===== src/rtl/game_timer_pkg.sv =====
// Shared types and defaults for the countdown game timer.
package game_timer_pkg;

  typedef enum logic [1:0] {
    StArmed,
    StRunning,
    StPaused,
    StExpired
  } state_e;

  localparam int unsigned GT_DEFAULT_SECONDS = 60;
  localparam int unsigned GT_MAX_SECONDS     = 99;

  typedef logic [3:0] bcd_t;

endpackage


===== src/rtl/game_timer_if.sv =====
// Controller <-> game timer link: load/run controls in, timeout and BCD digits out.
interface game_timer_if
  import game_timer_pkg::*;
();

  logic       reconfig;
  logic       enable;
  logic [6:0] time_in;
  logic       timeout;
  logic       running;
  bcd_t       tens;
  bcd_t       ones;

  modport master (
    output reconfig, enable, time_in,
    input  timeout, running, tens, ones
  );

  modport slave (
    input  reconfig, enable, time_in,
    output timeout, running, tens, ones
  );

endinterface


===== src/rtl/game_tick_prescaler.sv =====
// Divides clk down to a one-cycle tick every TICK_DIV enabled cycles; holds when not enabled.
module game_tick_prescaler #(
  parameter int unsigned TICK_DIV = 50_000_000
) (
  input  logic clk,
  input  logic reset,
  input  logic clear,
  input  logic count_en,
  output logic tick
);

  localparam int unsigned W = (TICK_DIV > 1) ? $clog2(TICK_DIV) : 1;
  localparam logic [W-1:0] LAST = W'(TICK_DIV - 1);

  logic [W-1:0] cnt_q, cnt_d;

  assign tick = count_en && (cnt_q == LAST);

  always_comb begin
    cnt_d = cnt_q;
    if (clear) begin
      cnt_d = '0;
    end else if (tick) begin
      cnt_d = '0;
    end else if (count_en) begin
      cnt_d = cnt_q + W'(1);
    end
  end

  always_ff @(posedge clk) begin
    if (!reset) begin
      cnt_q <= '0;
    end else begin
      cnt_q <= cnt_d;
    end
  end

endmodule


===== src/rtl/game_timer.sv =====
// Countdown game timer: loads a clamped duration on reconfig, counts down BCD seconds while enabled.
module game_timer
  import game_timer_pkg::*;
#(
  parameter int unsigned TICK_DIV        = 50_000_000,
  parameter int unsigned DEFAULT_SECONDS = GT_DEFAULT_SECONDS,
  parameter int unsigned MAX_SECONDS     = GT_MAX_SECONDS
) (
  input logic        clk,
  input logic        reset,
  game_timer_if.slave bus
);

  localparam logic [6:0] DEF_VAL = 7'(DEFAULT_SECONDS);
  localparam logic [6:0] MAX_VAL = 7'(MAX_SECONDS);

  // Clamp the switch value and split it into {tens, ones}.
  function automatic logic [7:0] load_bcd(input logic [6:0] t);
    logic [6:0] v;
    if (t == 7'd0) begin
      v = DEF_VAL;
    end else if (t > MAX_VAL) begin
      v = MAX_VAL;
    end else begin
      v = t;
    end
    return {4'(v / 7'd10), 4'(v % 7'd10)};
  endfunction

  state_e state_q, state_d;
  bcd_t   tens_q, tens_d;
  bcd_t   ones_q, ones_d;
  logic   presc_clear;
  logic   count_en;
  logic   tick;

  // Frozen while a reconfig is being taken so the restart begins from zero.
  assign count_en = (state_q == StRunning) && !bus.reconfig;

  game_tick_prescaler #(
    .TICK_DIV(TICK_DIV)
  ) u_prescaler (
    .clk      (clk),
    .reset    (reset),
    .clear    (presc_clear),
    .count_en (count_en),
    .tick     (tick)
  );

  always_comb begin
    state_d     = state_q;
    tens_d      = tens_q;
    ones_d      = ones_q;
    presc_clear = 1'b0;
    if (bus.reconfig) begin
      {tens_d, ones_d} = load_bcd(bus.time_in);
      presc_clear      = 1'b1;
      state_d          = StArmed;
    end else begin
      unique case (state_q)
        StArmed: begin
          if (bus.enable) begin
            state_d     = StRunning;
            presc_clear = 1'b1;
          end
        end
        StRunning: begin
          if (tick && tens_q == 4'd0 && ones_q == 4'd1) begin
            ones_d  = 4'd0;
            state_d = StExpired;
          end else begin
            if (tick) begin
              if (ones_q != 4'd0) begin
                ones_d = ones_q - 4'd1;
              end else if (tens_q != 4'd0) begin
                ones_d = 4'd9;
                tens_d = tens_q - 4'd1;
              end
            end
            if (!bus.enable) begin
              state_d = StPaused;
            end
          end
        end
        StPaused: begin
          if (bus.enable) begin
            state_d = StRunning;
          end
        end
        StExpired: ;
      endcase
    end
  end

  always_ff @(posedge clk) begin
    if (!reset) begin
      state_q          <= StArmed;
      {tens_q, ones_q} <= load_bcd(7'd0);
    end else begin
      state_q <= state_d;
      tens_q  <= tens_d;
      ones_q  <= ones_d;
    end
  end

  assign bus.timeout = (state_q == StExpired);
  assign bus.running = (state_q == StRunning);
  assign bus.tens    = tens_q;
  assign bus.ones    = ones_q;

endmodule

===== src/flat_wrapper.sv =====
// flat-port wrapper written by rule: the top's interface ports become plain ports
module game_timer_flat import game_timer_pkg::*;
#(
  parameter int unsigned TICK_DIV        = 50_000_000,
  parameter int unsigned DEFAULT_SECONDS = GT_DEFAULT_SECONDS,
  parameter int unsigned MAX_SECONDS     = GT_MAX_SECONDS
)
  (clk, reset, bus_reconfig, bus_enable, bus_time_in, bus_timeout, bus_running, bus_tens, bus_ones);
  game_timer_if bus_i ();
  input logic clk;
  input logic reset;
  input wire logic [$bits(bus_i.reconfig)-1:0] bus_reconfig;
  input wire logic [$bits(bus_i.enable)-1:0] bus_enable;
  input wire logic [$bits(bus_i.time_in)-1:0] bus_time_in;
  output wire logic [$bits(bus_i.timeout)-1:0] bus_timeout;
  output wire logic [$bits(bus_i.running)-1:0] bus_running;
  output wire logic [$bits(bus_i.tens)-1:0] bus_tens;
  output wire logic [$bits(bus_i.ones)-1:0] bus_ones;
  assign bus_i.reconfig = bus_reconfig;
  assign bus_i.enable = bus_enable;
  assign bus_i.time_in = bus_time_in;
  assign bus_timeout = bus_i.timeout;
  assign bus_running = bus_i.running;
  assign bus_tens = bus_i.tens;
  assign bus_ones = bus_i.ones;
  game_timer #(.TICK_DIV(TICK_DIV), .DEFAULT_SECONDS(DEFAULT_SECONDS), .MAX_SECONDS(MAX_SECONDS)) u_core (.clk(clk), .reset(reset), .bus(bus_i));
endmodule

===== config.mk =====
export PLATFORM = sky130hd
export DESIGN_NAME = game_timer_flat
export DESIGN_NICKNAME = d
export VERILOG_FILES = /design/src/rtl/game_timer_pkg.sv /design/src/rtl/game_timer_if.sv /design/src/rtl/game_tick_prescaler.sv /design/src/rtl/game_timer.sv /design/src/flat_wrapper.sv
export SDC_FILE = /design/constraint.sdc
export NUM_CORES = 1
export LEC_CHECK = 0
export ABC_AREA = 0
export CORE_MARGIN = 3
export CORE_UTILIZATION = 50
export DETAILED_ROUTE_END_ITERATION = 7
export GPL_TIMING_DRIVEN = 0
export PLACE_DENSITY = 0.75
export SYNTH_ARGS = -nofsm -noshare
export SYNTH_HDL_FRONTEND = slang
export SYNTH_SLANG_ARGS = --single-unit

===== constraint.sdc =====
create_clock -name clk -period 5.9 [get_ports clk]
set_clock_uncertainty 0.1 [all_clocks]
set_input_delay 1.18 -clock clk [delete_from_list [all_inputs] [get_ports clk]]
set_output_delay 1.18 -clock clk [all_outputs]
set_load 0.02 [all_outputs]

Yosys cells after proc, flatten, opt, wreduce, memory -nomap -nowiden --
Index checks and enable logic that the tools add are counted.
Word-level totals: bits in registers 36, input port bits 11, word-level logic and storage cells 64, output and inout port bits 10
Operators by class: reductions and logical operators 22, divide/modulo/power cells 2, $lt $le $gt $ge 1, multiplexer cells 22, eq/ne operators 9, bitwise operators 1, $add $sub $neg 3
Operator list (count):
- 2-to-1 mux 4 bit | 12
- adder 26 x 1 -> 26 bit (second input constant) | 1
- equality test 26 bit (second input constant) | 1
- 2-to-1 mux 7 bit | 3
- nonzero test 4 bit | 3
- nonzero test 2 bit | 4
- subtractor 4 x 1 -> 4 bit (second input constant) | 2
- divider 7 x 4 -> 7 bit (second input constant) | 1
- greater-than comparator 7 bit (second input constant) | 1
- zero test 7 bit | 1
- modulo 7 x 4 -> 7 bit (second input constant) | 1
- 2-to-1 mux 2 bit | 3
- AND reduction 3 bit | 2
- AND reduction 5 bit | 1
- equality test 2 bit (second input constant) | 2
- equality test 4 x 1 -> 1 bit (second input constant) | 1
- logical AND 1 bit | 4
- zero test 4 bit | 1
- inequality test 2 bit (second input constant) | 2
- one-hot mux 2 bit (2 select lines) | 1
- OR reduction 2 bit | 2
- 2-to-1 mux 1 bit | 3
- inequality test 3 x 2 -> 1 bit (second input constant) | 1
- nonzero test 3 bit | 1
- other kinds (6) | 6

Longest topological paths before layout --
depth after elaboration 8, gate-level depth with buffers 12, depth with buffers taken out 11

By module --
From an unflattened synthesis, not the netlist that was laid out.
Unflattened totals: cells, all modules 280, area, all modules 2331.0 sq um
Modules (own cells, without submodules):
- game_tick_prescaler | cells each 144, area an instance 1253.7 sq um, times used 1, seq. area each 520.5 sq um
- game_timer | cells each 136, area an instance 1077.3 sq um, times used 1, seq. area each 200.2 sq um

Worst setup path before layout --
OpenSTA, ideal clock, no wires.
kind input port to flip-flop, start input port bus_time_in[5], end register u_core.ones_q[2], in the netlist u_core.bus.ones[2], path slack 2298 ps, library setup time 75 ps, data required time 5725 ps, data arrival time 3427 ps, stages 12, path buffers 1, cell sequence clkbuf_1 > nor3b_1 > o21ai_0 > o21ai_0 > a41oi_1 > ha_1 > a21bo_2 > a32oi_1 > o22ai_1 > a31oi_1 > mux2_2 > o22ai_1
Between the ends: cells in the longest elaborated chain, start to end 6, elaborated cells on any way between the ends 7, those cells by class 1 x div; 1 x order compare; 4 x mux; 1 x reduce/logical
Ends and longest elaborated chain:
- from (decl) | RTL line flat_wrapper.sv:14 | input wire logic [$bits(bus_i.time_in)-1:0] bus_time_in;
- greater-than comparator 7 bit | RTL line game_timer.sv:22 | end else if (t > MAX_VAL) begin
- 2-to-1 mux 7 bit | RTL line game_timer.sv:22
- 2-to-1 mux 7 bit * | RTL line game_timer.sv:20 | if (t == 7'd0) begin
- 2-to-1 mux 7 bit * | RTL line game_timer.sv:55 | if (bus.reconfig) begin
- modulo 7 x 4 -> 7 bit * | RTL line game_timer.sv:27 | return {4'(v / 7'd10), 4'(v % 7'd10)};
- 2-to-1 mux 4 bit * | RTL line game_timer.sv:55
- to (signal assigned) | RTL line game_timer.sv:98 | {tens_q, ones_q} <= load_bcd(7'd0);
- to (signal assigned) | RTL line game_timer.sv:102 | ones_q <= ones_d;
- to (decl) | RTL line game_timer.sv:32 | bcd_t ones_q, ones_d;
Mark *: on every way between the ends. The rest lies on a longest branch, timed or not. The select of a mux whose other input is x is not followed. A chain may end at the register's enable or synchronous reset.

Worst setup path in the final report --
start input port bus_time_in[4], end register u_core.ones_q[2], in the netlist u_core.bus.ones[2]
The elaborated chain is that of the path after synthesis.

==> qor.yml <==
sta:
  period_needed_ns: 4.178
  setup_viol: 0
  rsz0062_at_grt: "no"
  tightest_slew_ns: 0.9209
  post-route-period-util: 0.7081
  finalSetupTns_ns: 0
  slew_headroom: 0.3804
  hold_slack_ns: 0.4206
  max_freq_mhz: 239.4
  hold_violations: 0
  finalMaxSlewViolations: 0
die:
  initial_core_util: 0.5377
  num_io_pins: 21
  fp.dieW_um: 72.76
  core.rowCount: 23
  core_area_um2: 4144
  dieArea_um2: 5294
  die_h_um: 72.76
synth:
  synth_edf_count: 0
  avgSynthCellArea_um2: 7.930
  yosys.cell_count.top_type: "nor2_1"
  yosysUniqueCellTypes: 53
  synth-seq-cells: 36
  synth_top_area_frac: 0.3234
  ys_seq_area_frac: 0.3234
  synth_nets: 295
  synth_common_cells: "nor2_1 (44), dfxtp_1 (36), xnor2_1 (19)"
  yosys-top-cells-area: "dfxtp_1 (32%), xnor2_1 (7.5%), nor2_1 (7.4%)"
  yosys.area.top_type: "dfxtp_1"
  async_flop_share: 0
  synth_flop_cell: "dfxtp_1"
  synth_area_um2: 2228
  ys_warn_count: 0
  synthCells: 281
place:
  port_buffers: 16
  detailed_place.area_um2: 2451
  dp_hpwl_um: 3604
  place.gp.congestion: 0.8435
grt:
  grt_start_max_net_pins: 12
  grt_first_pass_wirelength_um: 8280
  overflow: 0
  grt_usage: 0.1929
  antenna_found_initial: 0
  grt_pass1_vias: 1821
final_layout:
  layout-drive-gt1-share: 0.05574
  diodes: 0
  nNetsFinal: 318
  areaGrowthSynthToFinish_pct: 14.82
  stdcell_area_um2: 2559
drt:
  detail-route-antenna-nets: 0
  vias: 2004
  drc: 0
  dr.pass1.iters: 4
  drt_wl_total_um: 4818
  avgViaCountPerCell: 5.645
  drt_iter0_markers: 176
  post_drt_wl_per_cell_um: 13.57
pwr:
  pwr_density_cell_nw_per_um2: 214.6
  p_leak_nw: 0.8807
  vdd_drop_max_uv: 95.79
critical_path:
  slowest_stage: "clkdlybuf4s50_1"
  critPathBufInv: 2
  crit_cells: 13
  cp_max_fo: 10
  required_ns: 6.02
  crit_family: "compound AO/OA/AOI/OAI gates"
  max_stage_delay_ns: 0.56
  r2r_cells: 6
  cp.arrival_ns: 4.29
  cp-start-kind: "input port"
  critPathCaptureType: "flop"
  crit_type: "input port to flop"
  worstPathCellList: "clkdlybuf4s50_1, clkbuf_1, and3b_1, o21ai_0, o21ai_0, a41oi_1, ha_1, a21bo_2, a32oi_1, o22ai_1, a31oi_1, mux2_2, o22ai_1"
clocking:
  root_buffer: "clkbuf_8"
  cts_buffer_depth: 2
  clock_latency_ns: 0.29
  hold_buffers: 0
  htree_levels: 2
  postCtsResizedCells: 0
  postCtsSetupRepairBufs: 0
  clk_pin_slew_ns: 0.07
  cts_tree: "yes"
  cts_sinks: 36
  cts_inserted_buffers: 5
job:
  maxCapViolCount: 0
worst_hold_path:
  worst_hold_path_type: "flop to flop"
  hold_depth: 2
status:
  status: "completed"
[metal layers]
metal / vias up / share of wire / GRT usage
met2: 41 / 0.46 / 0.3146
li1: 1050 / - / -
met5: - / 0 / 0
met3: 4 / 0.039 / 0.03444
met4: 0 / 0.0098 / 0.06148
met1: 909 / 0.49 / 0.2578
[where the power goes]
group | switching, mW | internal, mW | leakage [nW] | total, mW
registers | 0.00636 | 0.248 | 0.292 | 0.254
logic | 0.0466 | 0.0368 | 0.534 | 0.0835
clock network | 0.0860 | 0.125 | 0.0552 | 0.211
[through the flow]
stage	power (mW)	util	worst slack, ns	std cells
2_1_floorplan	0.3143	-	2.298	281
3_3_place_gp	0.3411	0.5915	1.468	347
3_5_place_dp	0.3420	0.5915	1.434	347
4_1_cts	0.5530	0.6175	1.750	355
5_1_grt	0.5736	0.6175	1.452	355
6_report	0.5490	0.6175	1.722	355
[worst min-delay path, cell delays in order, from the launching register on]
cell	delay, ns
dfxtp_1	0.34
xnor2_1	0.07
nor2_1	0.08
[cells in the final DEF (no fill, tap or decap), types with 2 or more instances in the layout]
master and n:
a211o_1 3, buf_2 2, a21o_1 2, a211oi_1 2, o311a_1 3, nor3_1 8, nor2b_1 7, o22ai_1 3
nor4bb_1 2, clkdlybuf4s50_1 16, a21oi_1 8, nor4_1 5, and3_1 9, clkbuf_8 5, dfxtp_1 36, mux2i_1 4
and2_1 3, xnor2_1 19, buf_1 2, nor4b_1 2, o211ai_1 3, nor2_1 44, xor2_1 11, nand2b_1 7
o21ai_0 13, a31oi_1 3, ha_1 3, nand2_1 17, nand3_1 15, inv_1 7, clkbuf_1 11, nor3b_1 3
nand4_1 3
[registers in the layout, indices dropped and copies added, names as in the netlist]
signal	count
u_core.state_q	2
u_core.bus.tens	4
u_core.bus.ones	4
u_core.u_prescaler.cnt_q	26
[final timing paths]
kind | slack (ns) | end | startpoint
worst min register to register | 0.42 | u_core.u_prescaler.cnt_q[23] | u_core.u_prescaler.cnt_q[23]
worst min-delay path | 0.42 | u_core.u_prescaler.cnt_q[23] | u_core.u_prescaler.cnt_q[23]
worst max register to register | 3.38 | u_core.bus.tens[3] | u_core.state_q[0]
worst max-delay path | 1.72 | u_core.bus.ones[2] | bus_time_in[4]
[layout make-up]
type,instances,area [um^2]
repair buffers,16,160.2
fillers,386,1585
flip-flops and latches,36,720.7
clock inverters,2,35.03
inverters,7,26.28
plain buffers,15,66.31
well taps,50,62.56
multi-input cells,223,1415
clock buffers,6,72.57
[cells by family (layout without fill, tap and decap cells)]
logic type	Yosys count	count (layout)	share of synthesized area
AOI/OAI and AO/OA	48	48	0.1449
xor gates and xnor gates	30	30	0.1179
adders and majority gates	3	3	0.01685
buffers and inverters	22	46	0.04155
DFF	36	36	0.3234
muxes	5	5	0.02302
and+or+nand+nor	137	137	0.3324
Power figures use the tool's default switching activity.
